--- config.mk ---
export PLATFORM = sky130hd
export DESIGN_NAME = fp8_accumulator
export DESIGN_NICKNAME = d
export VERILOG_FILES = /design/src/rtl/fp8_accumulator.sv
export SDC_FILE = /design/constraint.sdc
export NUM_CORES = 1
export LEC_CHECK = 0
export CAP_MARGIN = 10
export CELL_PAD_IN_SITES_DETAIL_PLACEMENT = 0
export CELL_PAD_IN_SITES_GLOBAL_PLACEMENT = 2
export CORE_ASPECT_RATIO = 0.75
export CORE_MARGIN = 3
export CORE_UTILIZATION = 41
export CTS_BUF_LIST = sky130_fd_sc_hd__clkbuf_2 sky130_fd_sc_hd__clkbuf_4 sky130_fd_sc_hd__clkbuf_8
export DETAILED_ROUTE_END_ITERATION = 8
export MAX_ROUTING_LAYER = met4
export PLACE_DENSITY = 0.9
export SYNTH_ARGS = -nofsm -noshare
export SYNTH_HDL_FRONTEND = slang
export SYNTH_SLANG_ARGS = --single-unit
--- constraint.sdc ---
create_clock -name clk -period 8 [get_ports clk]
set_input_delay 1.6 -clock clk [delete_from_list [all_inputs] [get_ports clk]]
set_output_delay 1.6 -clock clk [all_outputs]
set_load 0.02 [all_outputs]
--- src/rtl/fp8_accumulator.sv ---
// fp8_accumulator
//   Sums a stream of 8-bit floating-point products (sign[7], exp[6:4] bias 3,
//   mantissa[3:0] with implicit 1) into a running total using a 3-cycle
//   IDLE -> ALIGN -> NORM add, and publishes the total on a last-tagged product.
// Ports
//   clk, rst    : rising-edge clock, synchronous active-high reset
//   in_valid    : in_data/in_first/in_last valid
//   in_ready    : block can accept (IDLE and not in reset)
//   in_data     : product to accumulate
//   in_first    : start a new sum (add to +0 instead of the accumulator)
//   in_last     : this product closes the sum; publish the result
//   out_valid   : one-cycle pulse, out_data holds a completed sum
//   out_data    : last completed sum, held until the next publish
module fp8_accumulator #(
    parameter int GUARD = 3
) (
    input  logic       clk,
    input  logic       rst,
    input  logic       in_valid,
    output logic       in_ready,
    input  logic [7:0] in_data,
    input  logic       in_first,
    input  logic       in_last,
    output logic       out_valid,
    output logic [7:0] out_data
);
    localparam int SW = 5 + GUARD;  // 1.mmmm plus guard bits

    typedef enum logic [1:0] {IDLE, ALIGN, NORM} state_t;
    state_t state, state_nxt;

    logic [7:0]    acc, op_a, op_b;
    logic          last_q;

    // ALIGN -> NORM pipeline registers
    logic          byp_q;
    logic [7:0]    byp_val_q;
    logic [SW-1:0] sig_x_q, sig_y_q;   // x: larger exponent, y: aligned smaller
    logic          sgn_x_q, sgn_y_q;
    logic [2:0]    exp_q;

    // ALIGN combinational
    logic          a_zero, b_zero, al_byp;
    logic [7:0]    al_byp_val;
    logic [SW-1:0] sig_a, sig_b, al_sig_x, al_sig_y;
    logic          al_sgn_x, al_sgn_y;
    logic [2:0]    al_exp, al_diff;

    // NORM combinational
    logic [SW:0]   sum;
    logic [SW-1:0] mag, nsig;
    logic          nsgn;
    int            e, lz;
    logic [7:0]    res;

    assign in_ready = (state == IDLE) & ~rst;

    always_comb begin
        state_nxt = state;
        case (state)
            IDLE:    if (in_valid && in_ready) state_nxt = ALIGN;
            ALIGN:   state_nxt = NORM;
            NORM:    state_nxt = IDLE;
            default: state_nxt = IDLE;
        endcase
    end

    always_comb begin
        a_zero     = (op_a[6:0] == 7'd0);
        b_zero     = (op_b[6:0] == 7'd0);
        al_byp     = a_zero | b_zero;
        // Both-zero and any -0 collapse to 0x00; a nonzero survivor passes through.
        al_byp_val = 8'h00;
        if (a_zero && !b_zero) al_byp_val = op_b;
        else if (b_zero && !a_zero) al_byp_val = op_a;
        sig_a = {1'b1, op_a[3:0], {GUARD{1'b0}}};
        sig_b = {1'b1, op_b[3:0], {GUARD{1'b0}}};
        if (op_a[6:4] >= op_b[6:4]) begin
            al_sig_x = sig_a;  al_sgn_x = op_a[7];
            al_sig_y = sig_b;  al_sgn_y = op_b[7];
            al_exp   = op_a[6:4];
            al_diff  = op_a[6:4] - op_b[6:4];
        end else begin
            al_sig_x = sig_b;  al_sgn_x = op_b[7];
            al_sig_y = sig_a;  al_sgn_y = op_a[7];
            al_exp   = op_b[6:4];
            al_diff  = op_b[6:4] - op_a[6:4];
        end
        // A shift of SW or more naturally yields zero, so no explicit clamp.
        al_sig_y = al_sig_y >> al_diff;
    end

    always_comb begin
        sum  = {1'b0, sig_x_q} + {1'b0, sig_y_q};
        mag  = '0;
        nsig = '0;
        nsgn = sgn_x_q;
        e    = int'(exp_q);
        lz   = 0;
        res  = 8'h00;
        if (sgn_x_q == sgn_y_q) begin
            if (sum[SW]) begin
                nsig = sum[SW:1];
                e    = e + 1;
            end else begin
                nsig = sum[SW-1:0];
            end
            if (e > 7) res = {nsgn, 7'h7F};
            else       res = {nsgn, e[2:0], nsig[SW-2 -: 4]};
        end else begin
            // Aligned significands order the magnitudes directly: the
            // larger-exponent operand keeps its leading 1 in the top bit.
            if (sig_x_q >= sig_y_q) begin
                mag = sig_x_q - sig_y_q;  nsgn = sgn_x_q;
            end else begin
                mag = sig_y_q - sig_x_q;  nsgn = sgn_y_q;
            end
            for (int i = 0; i < SW; i++)
                if (mag[i]) lz = SW - 1 - i;
            nsig = mag << lz;
            e    = e - lz;
            if (mag != '0 && e >= 0) res = {nsgn, e[2:0], nsig[SW-2 -: 4]};
        end
        if (byp_q) res = byp_val_q;
        if (res[6:0] == 7'd0) res = 8'h00;  // any zero leaves as +0
    end

    always_ff @(posedge clk) begin
        if (rst) begin
            state     <= IDLE;
            acc       <= 8'h00;
            out_data  <= 8'h00;
            out_valid <= 1'b0;
            op_a      <= 8'h00;
            op_b      <= 8'h00;
            last_q    <= 1'b0;
            byp_q     <= 1'b0;
            byp_val_q <= 8'h00;
            sig_x_q   <= '0;
            sig_y_q   <= '0;
            sgn_x_q   <= 1'b0;
            sgn_y_q   <= 1'b0;
            exp_q     <= 3'd0;
        end else begin
            state     <= state_nxt;
            out_valid <= 1'b0;
            case (state)
                IDLE: if (in_valid && in_ready) begin
                    op_a   <= in_first ? 8'h00 : acc;
                    op_b   <= in_data;
                    last_q <= in_last;
                end
                ALIGN: begin
                    byp_q     <= al_byp;
                    byp_val_q <= al_byp_val;
                    sig_x_q   <= al_sig_x;
                    sig_y_q   <= al_sig_y;
                    sgn_x_q   <= al_sgn_x;
                    sgn_y_q   <= al_sgn_y;
                    exp_q     <= al_exp;
                end
                NORM: begin
                    acc <= res;
                    if (last_q) begin
                        out_data  <= res;
                        out_valid <= 1'b1;
                    end
                end
                default: ;
            endcase
        end
    end
endmodule

==> results of run 1 <==
## placed cells by master, fill, tap and decap left out, types with 3 or more instances in the layout
cell type / instances
sky130_fd_sc_hd__nand2_1: 75
sky130_fd_sc_hd__dfxtp_1: 63
sky130_fd_sc_hd__nor2_1: 57
sky130_fd_sc_hd__a21oi_1: 48
sky130_fd_sc_hd__inv_1: 28
sky130_fd_sc_hd__ha_1: 25
sky130_fd_sc_hd__nor3_1: 22
sky130_fd_sc_hd__clkdlybuf4s50_1: 21
sky130_fd_sc_hd__mux2i_1: 20
sky130_fd_sc_hd__a211oi_1: 18
sky130_fd_sc_hd__o21ai_0: 17
sky130_fd_sc_hd__nand3b_1: 12
sky130_fd_sc_hd__a221oi_1: 9
sky130_fd_sc_hd__clkbuf_8: 9
sky130_fd_sc_hd__o21a_1: 7
sky130_fd_sc_hd__nand2b_1: 7
sky130_fd_sc_hd__xnor2_1: 7
sky130_fd_sc_hd__nand3_1: 6
sky130_fd_sc_hd__xor2_1: 5
sky130_fd_sc_hd__o31ai_1: 5
sky130_fd_sc_hd__fa_1: 5
sky130_fd_sc_hd__nor4_1: 4
sky130_fd_sc_hd__nand4_1: 4
sky130_fd_sc_hd__mux2_2: 4
sky130_fd_sc_hd__a311oi_1: 4
sky130_fd_sc_hd__a31oi_1: 4
sky130_fd_sc_hd__buf_4: 4
sky130_fd_sc_hd__nor3_2: 3
sky130_fd_sc_hd__a2111oi_0: 3
sky130_fd_sc_hd__bufinv_16: 3
## per-stage QoR
step | instances | setup WS, ns | area [sq um] | hold WS [ns] | power (uW)
global placement | 675 | 2.662 | 4611 | 0.4425 | 764.9
detailed placement | 675 | 2.509 | 4611 | 0.4485 | 766.0
finish | 691 | 2.446 | 4855 | 0.4548 | 1113
floorplan | 548 | 3.392 | 4350 | 0.4364 | 680.0
global route | 691 | 1.991 | 4855 | 0.4770 | 1178
CTS | 691 | 2.481 | 4855 | 0.4581 | 1112
## worst paths after layout
path                             from                  endpoint  slack [ns]  cells after the start
min reg2reg  out_data[6]$_SDFFE_PP0P_  out_data[6]$_SDFFE_PP0P_        0.45                      2
max           sig_y_q[3]$_SDFFE_PP0N_       acc[7]$_SDFFE_PP0N_        2.45                     19
max reg2reg   sig_y_q[3]$_SDFFE_PP0N_       acc[7]$_SDFFE_PP0N_        2.45                     19
min          out_data[6]$_SDFFE_PP0P_  out_data[6]$_SDFFE_PP0P_        0.45                      2
## flip-flops by register name (all words and copies together), names as in the netlist
| register | flops |
|---|---|
| byp_val_q | 8 |
| acc | 8 |
| last_q | 1 |
| sig_y_q | 8 |
| sig_x_q | 5 |
| op_b | 8 |
| op_a | 8 |
| sgn_x_q | 1 |
| sgn_y_q | 1 |
| out_valid | 1 |
| exp_q | 3 |
| state | 2 |
| byp_q | 1 |
| out_data | 8 |
## worst reg2reg max path: cells and delay by family, from the launching register on
kind | cells | cell delay, ns
compound gates | 9 | 1.76
simple gates | 5 | 1.48
xor+xnor | 1 | 0.96
fa+ha+maj | 2 | 0.65
flops | 1 | 0.34
buf+inv | 2 | 0.25
## report_power, final
| group | switching [uW] | internal [uW] |
|---|---|---|
| logic | 266 | 157 |
| registers | 17.6 | 327 |
| clock network | 138 | 208 |
| total | 421 | 691 |
## kinds of logic after synthesis
logic type / Yosys count / synth area share [%]
AND/OR/NAND/NOR: 210 / 23.21
adder cells (fa/ha/maj): 30 / 9.491
multiplexers: 24 / 5.637
flip-flops: 63 / 28.99
buffers and inverters: 60 / 6.097
AO/OA/AOI/OAI: 149 / 24.16
XOR/XNOR: 12 / 2.416
## routing by layer
| metal | vias to the layer above | share of wire, % | GRT usage [%] |
|---|---|---|---|
| met5 | - | 0 | - |
| met4 | 0 | 0.82 | 4.242 |
| met3 | 7 | 5.9 | 4.479 |
| met2 | 115 | 41 | 28.69 |
| met1 | 1874 | 52 | 29.77 |
| li1 | 1995 | - | - |
## final cells by class
type                    instances  area, sq um
clock inverters                 7        120.1
repair buffers                 26        245.2
flip-flops and latches         63         1261
fillers                      1007         5152
multi-input cells             425         2830
well taps                     132        165.2
clock buffers                   9        123.9
inverters                      29        108.9
==> out/qor.json, run 1 <==
{
  "routing": {
    "postRouteAntennaNets": 0,
    "detail_route.wl_per_cell_um": 17.09,
    "post_route_wl_mm": 11.81,
    "remaining_drc_errors": 0,
    "drt-initial-drc-count": 333,
    "drt_pass1_iterations": 5,
    "via_per_inst": 5.776,
    "vias": 3991
  },
  "sta": {
    "setup-tns-final_ns": 0,
    "timing.final.max_slew_violations": 0,
    "finalWorstPathRequiredPeriod_ns": 5.554,
    "final_cycle_share_pct": 69.43,
    "final-setup-viol-count": 0,
    "worst_clock_skew_ns": 0.01060,
    "slew_headroom_pct": 20.36,
    "rsz0062_at_grt": "no",
    "fmaxAchievable_mhz": 180.0,
    "timing_hold_violations_final": 0,
    "worst_slew_pin_slew_ns": 1.190
  },
  "logic_synthesis": {
    "edff_count_synth": 0,
    "post_synth.cell_area_avg_sq_um": 7.939,
    "postSynth.topFlopCell": "sky130_fd_sc_hd__dfxtp_1",
    "flops_latches_synth": 63,
    "ys.warnings.count": 0,
    "ys_async_sr_fraction_pct": 0,
    "synthesis.instances": 548,
    "yosysTopAreaCellShare_pct": 28.99,
    "area_of_the_mapped_netlist_sq_mm": 0.004350,
    "synthDominantAreaCellType": "sky130_fd_sc_hd__dfxtp_1",
    "syn_nets": 591,
    "synth_top_cells_by_area": "sky130_fd_sc_hd__dfxtp_1, sky130_fd_sc_hd__ha_1, sky130_fd_sc_hd__nand2_1",
    "post_synth_num_cell_types": 69,
    "yosysMostFrequentCell": "sky130_fd_sc_hd__nand2_1",
    "netlist_top_cells_count": "sky130_fd_sc_hd__nand2_1, sky130_fd_sc_hd__dfxtp_1, sky130_fd_sc_hd__nor2_1, sky130_fd_sc_hd__a21oi_1, sky130_fd_sc_hd__inv_1",
    "ys_seq_area_share_pct": 28.99
  },
  "outcome": {
    "status": "finished clean"
  },
  "flow_run": {
    "cap_violations": 0
  },
  "clock_tree": {
    "clock_tree.htree_level_count": 3,
    "clk-insertion-delay-late_ns": 0.35,
    "numCtsBuffers": 9,
    "cts_tree": "built",
    "cts_root_buf": "sky130_fd_sc_hd__clkbuf_8",
    "post_cts_buffers": 0,
    "ctsHoldBuffers": 0,
    "post_cts_resize_count": 0,
    "path_clk_slew_ns": 0.08,
    "cts_sinks": 63,
    "ctsLongestPathBuffers": 2
  },
  "critical_path": {
    "ordered_cell_list_for_the_critical_path": "inv_1 -> ha_1 -> or4b_1 -> a211oi_1 -> o21ai_0 -> a32oi_1 -> xor2_1 -> nor3_2 -> inv_1 -> ha_1 -> a21o_1 -> a21oi_1 -> nor2_1 -> o31ai_1 -> a2111oi_1 -> o41a_1 -> or4b_1 -> nor4_2 -> o21ai_1",
    "worst_path_dominant_cell_family": "compound AO/OA/AOI/OAI gates",
    "worst_ep_arrival_time_ns": 5.78,
    "critPathCaptureType": "flop",
    "timing.setup.critical_path_class": "reg -> reg",
    "critical_path_required_ns": 8.23,
    "critical_path_buf_inv_count": 2,
    "cpMaxStageDelayCell": "sky130_fd_sc_hd__xor2_1",
    "path_max_fanout": 11,
    "cpPeakStageDelay_ns": 0.96,
    "crit_path_launch_type": "flop"
  },
  "layout": {
    "finalCoreUtilization_pct": 48.51,
    "drive_gt1_share_pct": 7.156,
    "insertedDiodeCount": 0,
    "flow.area_growth_from_synthesis_pct": 11.59,
    "net_count_reported_at_finish": 597
  },
  "pwr": {
    "power.static_leakage_uw": 0.001703,
    "vdd_ir_drop_max_v": 0.0001020,
    "power_density_normalized_to_cell_area_mw_per_mm2": 229.2
  },
  "die": {
    "io-pin-count": 23,
    "initial_core_util_pct": 43.47,
    "die_y_um": 95.21,
    "chipWidth_um": 124.9,
    "fp-row-count": 31,
    "core_area_sq_mm": 0.01001,
    "die_area_sq_mm": 0.01190
  },
  "hold_path": {
    "worst_hold_path_type": "reg -> reg"
  },
  "placement": {
    "dpl.hpwl_mm": 8.766,
    "gp_congestion": 0.8460,
    "count_of_input_and_output_buffers": 22
  },
  "global_routing": {
    "grt_max_degree": 65,
    "grt.overflow.total": 0,
    "grt.total_usage_pct": 20.35,
    "global_route_wire_length_before_repair_mm": 18.87,
    "first_global_vias": 3581,
    "grt_antenna_before_repair": 0
  }
}
No activity file was read; power rests on OpenSTA's default activity.
==> run 2, diff against run 1 <==
- CORE_UTILIZATION: 41 -> 38
- PLACE_DENSITY: 0.9 -> 0.84
- clock period: 8 -> 5.75 ns (I/O delays scaled with it)
==> out/qor.json, run 2 (same netlist as run 1, synthesis figures left out) <==
{
  "outcome": {
    "status": "finished clean"
  },
  "sta": {
    "final-setup-viol-count": 0,
    "timing.final.max_slew_violations": 0,
    "final_cycle_share_pct": 89.14,
    "rsz0062_at_grt": "no",
    "fmaxAchievable_mhz": 195.1,
    "worst_clock_skew_ns": 0.02170,
    "worst_slew_pin_slew_ns": 1.024,
    "setup-tns-final_ns": 0,
    "slew_headroom_pct": 31.72,
    "timing_hold_violations_final": 0,
    "finalWorstPathRequiredPeriod_ns": 5.126
  },
  "routing": {
    "post_route_wl_mm": 12.08,
    "remaining_drc_errors": 0,
    "postRouteAntennaNets": 0,
    "vias": 3955,
    "drt_pass1_iterations": 5,
    "drt-initial-drc-count": 268,
    "via_per_inst": 5.626,
    "detail_route.wl_per_cell_um": 17.19
  },
  "layout": {
    "layout_common_cells": "sky130_fd_sc_hd__nand2_1, sky130_fd_sc_hd__dfxtp_1, sky130_fd_sc_hd__nor2_1, sky130_fd_sc_hd__a21oi_1, sky130_fd_sc_hd__inv_1",
    "drive_gt1_share_pct": 7.815,
    "post_layout_nonfiller_instances": 703,
    "final.fill_count": 1127,
    "insertedDiodeCount": 0,
    "final_area_sq_mm": 0.004822,
    "layout.cells.most_common": "sky130_fd_sc_hd__nand2_1",
    "net_count_reported_at_finish": 601,
    "flow.area_growth_from_synthesis_pct": 10.84
  },
  "die": {
    "core_area_sq_mm": 0.01107,
    "io-pin-count": 23,
    "die_y_um": 98.67,
    "initial_core_util_pct": 39.31,
    "chipWidth_um": 129.6,
    "die_area_sq_mm": 0.01278,
    "fp-row-count": 33
  },
  "placement": {
    "gp_congestion": 0.9304,
    "dpl.hpwl_mm": 9.049,
    "dp_cells": 687,
    "count_of_input_and_output_buffers": 22,
    "dpl-instance-area_sq_mm": 0.004651
  },
  "clock_tree": {
    "cts_sinks": 63,
    "post_cts_resize_count": 0,
    "clock_tree.htree_level_count": 3,
    "post_cts_buffers": 0,
    "numCtsBuffers": 9,
    "clk-insertion-delay-late_ns": 0.36,
    "cts_root_buf": "sky130_fd_sc_hd__clkbuf_8",
    "path_clk_slew_ns": 0.07,
    "ctsHoldBuffers": 0,
    "cts_tree": "built",
    "ctsLongestPathBuffers": 2
  },
  "global_routing": {
    "first_global_vias": 3655,
    "grt.overflow.total": 0,
    "grt.total_usage_pct": 20.02,
    "grt_max_degree": 64,
    "grt_antenna_before_repair": 0,
    "global_route_wire_length_before_repair_mm": 19.64
  },
  "pwr": {
    "power_density_normalized_to_cell_area_mw_per_mm2": 294.8,
    "vdd_ir_drop_max_v": 0.0001048,
    "power.static_leakage_uw": 0.001689
  },
  "critical_path": {
    "cpPeakStageDelay_ns": 0.52,
    "ff2ff_setup_slack_ns": 0.62,
    "worst_path_dominant_cell_family": "compound AO/OA/AOI/OAI gates",
    "ordered_cell_list_for_the_critical_path": "inv_1 -> ha_1 -> or4b_1 -> a211oi_1 -> o21ai_0 -> a32oi_1 -> xor2_1 -> buf_4 -> a211oi_4 -> ha_1 -> inv_1 -> a21o_1 -> a21oi_1 -> nor2_1 -> o31ai_1 -> a2111oi_1 -> o41a_1 -> or4b_1 -> nor4_2 -> o21ai_1",
    "critical_path_buf_inv_count": 3,
    "worst_ep_arrival_time_ns": 5.35,
    "crit_path_launch_type": "flop",
    "path_max_fanout": 10,
    "critPathCaptureType": "flop",
    "startpoint_of_the_worst_slack_reg_to_reg_timing_path": "sig_y_q[3]$_SDFFE_PP0N_",
    "reg2regPathDepth": 20,
    "critical_path_required_ns": 5.98,
    "timing.setup.critical_path_class": "reg -> reg",
    "worstReg2RegEnd": "acc[7]$_SDFFE_PP0N_",
    "cpMaxStageDelayCell": "sky130_fd_sc_hd__or4b_1"
  },
  "hold_path": {
    "worst_hold_path_type": "reg -> reg",
    "holdPathStages": 2,
    "min_to": "out_data[0]$_SDFFE_PP0P_",
    "hold_start": "out_data[0]$_SDFFE_PP0P_"
  },
  "flow_run": {
    "cap_violations": 0
  }
}
[run 2: cell count changes in the layout (fill, tap and decap cells not counted), sizes merged]
| cell | delta |
|---|---|
| bufinv | -3 |
| buf | +4 |
| clkinv | +2 |
| clkinvlp | +1 |
[run 2: how the worst max path moves through the flow]
stage,slack [ns],from,end,depth (start not counted)
finish,0.62,sig_y_q[3]$_SDFFE_PP0N_,acc[7]$_SDFFE_PP0N_,20
global route,0.20,sig_x_q[4]$_SDFFE_PP0N_,acc[7]$_SDFFE_PP0N_,19
floorplan,1.14,sig_y_q[3]$_SDFFE_PP0N_,acc[7]$_SDFFE_PP0N_,20
CTS,0.67,sig_y_q[3]$_SDFFE_PP0N_,acc[7]$_SDFFE_PP0N_,20
global placement,0.75,sig_y_q[3]$_SDFFE_PP0N_,out_data[7]$_SDFFE_PP0P_,19
detailed placement,0.70,sig_y_q[3]$_SDFFE_PP0N_,out_data[7]$_SDFFE_PP0P_,19
[run 2: area by class of cell]
cell class | instances | area, sq um | share of cell area [%]
Clock buffer | 9 | 123.9 | 2.569
Clock inverter | 7 | 47.55 | 0.9860
Inverter | 29 | 108.9 | 2.257
Multi-Input combinational cell | 425 | 2830 | 58.69
Sequential cell | 63 | 1261 | 26.15
Tap cell | 140 | 175.2 | 3.633
Timing Repair Buffer | 30 | 275.3 | 5.708
[run 2: routing by layer]
layer	vias to the layer above	wire length, um	global-route usage, %
li1	2004	-	-
met1	1840	6448	30.38
met2	99	4961	27.15
met3	12	532	3.954
met4	0	140	4.553
met5	-	0	-
[run 2: power by group]
group | leakage [uW] | switching (uW) | internal (uW)
Sequential | 0.000512 | 24.8 | 454
Combinational | 0.00109 | 364 | 231
Clock | 0.0000854 | 191 | 156
[run 2: per-stage QoR]
| step | util [%] | setup slack [ns] | hold slack (ns) | total power, uW |
|---|---|---|---|---|
| 2_1_floorplan | - | 1.142 | 0.4364 | 946.1 |
| 3_3_place_gp | 42.03 | 0.7457 | 0.4427 | 1093 |
| 3_5_place_dp | 42.03 | 0.6994 | 0.4473 | 1075 |
| 4_1_cts | 43.58 | 0.6691 | 0.4571 | 1423 |
| 5_1_grt | 43.58 | 0.2004 | 0.4937 | 1511 |
| 6_report | 43.58 | 0.6244 | 0.4569 | 1422 |
[run 2: worst reg2reg max path, stage by stage (launching register included)]
cell and delay, ns:
sky130_fd_sc_hd__dfxtp_1 0.33, sky130_fd_sc_hd__inv_1 0.08, sky130_fd_sc_hd__ha_1 0.41, sky130_fd_sc_hd__or4b_1 0.50
sky130_fd_sc_hd__a211oi_1 0.29, sky130_fd_sc_hd__o21ai_0 0.15, sky130_fd_sc_hd__a32oi_1 0.29, sky130_fd_sc_hd__xor2_1 0.17
sky130_fd_sc_hd__buf_4 0.22, sky130_fd_sc_hd__a211oi_4 0.32, sky130_fd_sc_hd__ha_1 0.22, sky130_fd_sc_hd__inv_1 0.06
sky130_fd_sc_hd__a21o_1 0.15, sky130_fd_sc_hd__a21oi_1 0.18, sky130_fd_sc_hd__nor2_1 0.11, sky130_fd_sc_hd__o31ai_1 0.13
sky130_fd_sc_hd__a2111oi_1 0.11, sky130_fd_sc_hd__o41a_1 0.45, sky130_fd_sc_hd__or4b_1 0.52, sky130_fd_sc_hd__nor4_2 0.21
sky130_fd_sc_hd__o21ai_1 0.11
==> run 3, diff against run 2 <==
- GPL_TIMING_DRIVEN: default -> 0
==> out/qor.json, run 3 (same netlist as run 1, synthesis figures left out) <==
{
  "outcome": {
    "status": "finished clean"
  },
  "hold_path": {
    "worst_hold_path_type": "reg -> reg",
    "holdPathStages": 2
  },
  "routing": {
    "drt_pass1_iterations": 5,
    "remaining_drc_errors": 0,
    "post_route_wl_mm": 12.49,
    "via_per_inst": 5.597,
    "vias": 4069,
    "drt-initial-drc-count": 264,
    "detail_route.wl_per_cell_um": 17.17,
    "postRouteAntennaNets": 0
  },
  "die": {
    "initial_core_util_pct": 39.31,
    "fp-row-count": 33,
    "chipWidth_um": 129.6,
    "die_y_um": 98.67,
    "die_area_sq_mm": 0.01278,
    "core_area_sq_mm": 0.01107,
    "io-pin-count": 23
  },
  "layout": {
    "layout.area.seq_sq_mm": 0.001261,
    "layout_common_cells": "sky130_fd_sc_hd__nand2_1, sky130_fd_sc_hd__dfxtp_1, sky130_fd_sc_hd__nor2_1, sky130_fd_sc_hd__a21oi_1, sky130_fd_sc_hd__inv_1",
    "final.fill_count": 1130,
    "flow.area_growth_from_synthesis_pct": 14.15,
    "multiInputGateArea_sq_mm": 0.002824,
    "layout.cells.most_common": "sky130_fd_sc_hd__nand2_1",
    "insertedDiodeCount": 0,
    "drive_gt1_share_pct": 7.496,
    "net_count_reported_at_finish": 625
  },
  "sta": {
    "rsz0062_at_grt": "no",
    "final-setup-viol-count": 0,
    "finalWorstPathRequiredPeriod_ns": 5.407,
    "setup-tns-final_ns": 0,
    "final_cycle_share_pct": 94.04,
    "timing.final.max_slew_violations": 0,
    "worst_slew_pin_slew_ns": 0.8539,
    "worst_clock_skew_ns": 0.01007,
    "slew_headroom_pct": 43.08,
    "fmaxAchievable_mhz": 184.9,
    "timing_hold_violations_final": 0,
    "whs_ns": 0.4570
  },
  "critical_path": {
    "worst_ep_arrival_time_ns": 5.64,
    "crit_path_launch_type": "flop",
    "path_max_fanout": 10,
    "critical_path_required_ns": 5.98,
    "critPathCaptureType": "flop",
    "reg2regPathDepth": 20,
    "timing.setup.critical_path_class": "reg -> reg"
  },
  "pwr": {
    "internal-power_uw": 934.3,
    "switching_share_pct": 38.51,
    "net_switching_component_of_the_power_uw": 585.3,
    "clkPwrFrac_pct": 28.3,
    "power_density_normalized_to_cell_area_mw_per_mm2": 306.0,
    "vdd_ir_drop_max_v": 0.0001277,
    "share_comb_of_total_power_pct": 40.4,
    "post-layout-total-power_uw": 1520,
    "power.share.sequential_pct": 31.3,
    "power.static_leakage_uw": 0.001752
  },
  "global_routing": {
    "grt.total_usage_pct": 20.54,
    "grt.overflow.total": 0,
    "grt_max_degree": 13,
    "first_global_vias": 3745,
    "grt_antenna_before_repair": 0,
    "global_route_wire_length_before_repair_mm": 20.23
  },
  "clock_tree": {
    "cts_root_buf": "sky130_fd_sc_hd__clkbuf_8",
    "path_clk_slew_ns": 0.08,
    "post_cts_buffers": 0,
    "clock_tree.htree_level_count": 3,
    "cts_sinks": 63,
    "post_cts_resize_count": 0,
    "clk-insertion-delay-late_ns": 0.35,
    "ctsHoldBuffers": 0,
    "ctsLongestPathBuffers": 2,
    "cts_tree": "built",
    "numCtsBuffers": 9
  },
  "placement": {
    "gp_congestion": 0.9166,
    "count_of_input_and_output_buffers": 21,
    "dpl.hpwl_mm": 9.831
  },
  "flow_run": {
    "cap_violations": 0
  }
}
## run 3: changes by cell type in the layout (fill, tap and decap cells not counted), sizes merged
cell / delta
buf: +2
bufinv: +2
clkbuf: +22
clkinvlp: -2
## run 3: final timing paths
kind,from,to,slack (ns)
hold reg to reg,out_data[6]$_SDFFE_PP0P_,out_data[6]$_SDFFE_PP0P_,0.46
setup reg to reg,sig_y_q[3]$_SDFFE_PP0N_,out_data[7]$_SDFFE_PP0P_,0.34
hold / removal,out_data[6]$_SDFFE_PP0P_,out_data[6]$_SDFFE_PP0P_,0.46
setup / recovery,sig_y_q[3]$_SDFFE_PP0N_,out_data[7]$_SDFFE_PP0P_,0.34
## run 3: per-layer routing
metal	GRT usage [%]	up-vias	wire length, um
met5	-	-	0
met4	3.994	0	152
met3	4.117	12	651
met2	27.03	112	4801
met1	32.10	1900	6881
li1	-	2045	-
## run 3: per-stage QoR
| stage | setup slack [ns] | util [%] | cells | instance area [sq um] |
|---|---|---|---|---|
| final | 0.3427 | 44.88 | 727 | 4966 |
| after global routing | 0.01415 | 44.88 | 727 | 4966 |
| after CTS | 0.4010 | 44.79 | 725 | 4956 |
| after detailed placement | 0.4342 | 42.80 | 709 | 4736 |
| after global placement | 0.3926 | 42.80 | 709 | 4736 |
| after floorplan | 1.142 | - | 548 | 4350 |
## run 3: layout make-up
class                           count  share of cell area, %
Tap cell                          140                  3.527
Clock inverter                      7                  1.940
Clock buffer                        9                  2.494
Buffer                             31                  3.149
Sequential cell                    63                  25.40
Timing Repair Buffer               23                  4.434
Multi-Input combinational cell    425                  56.87
Inverter                           29                  2.192
## run 3: worst max-delay path: stages, from the launching register on
cell	delay (ns)
sky130_fd_sc_hd__dfxtp_1	0.33
sky130_fd_sc_hd__inv_1	0.08
sky130_fd_sc_hd__ha_1	0.44
sky130_fd_sc_hd__or4b_1	0.50
sky130_fd_sc_hd__a211oi_1	0.25
sky130_fd_sc_hd__o21ai_0	0.11
sky130_fd_sc_hd__a32oi_1	0.36
sky130_fd_sc_hd__xor2_1	0.20
sky130_fd_sc_hd__buf_4	0.23
sky130_fd_sc_hd__nor3_2	0.29
sky130_fd_sc_hd__inv_1	0.15
sky130_fd_sc_hd__ha_1	0.29
sky130_fd_sc_hd__a21o_1	0.17
sky130_fd_sc_hd__a21oi_1	0.18
sky130_fd_sc_hd__nor2_1	0.11
sky130_fd_sc_hd__o31ai_1	0.13
sky130_fd_sc_hd__a2111oi_1	0.13
sky130_fd_sc_hd__o41a_1	0.48
sky130_fd_sc_hd__or4b_1	0.51
sky130_fd_sc_hd__nor4_2	0.22
sky130_fd_sc_hd__o21ai_1	0.12
## run 3: power by group through the flow
stage	Clock [uW]	Sequential [uW]	Combinational [uW]
detailed placement	0	485	603
CTS	436	475	605
floorplan	0	477	469
global route	457	478	672
finish	431	476	614
global placement	0	485	607
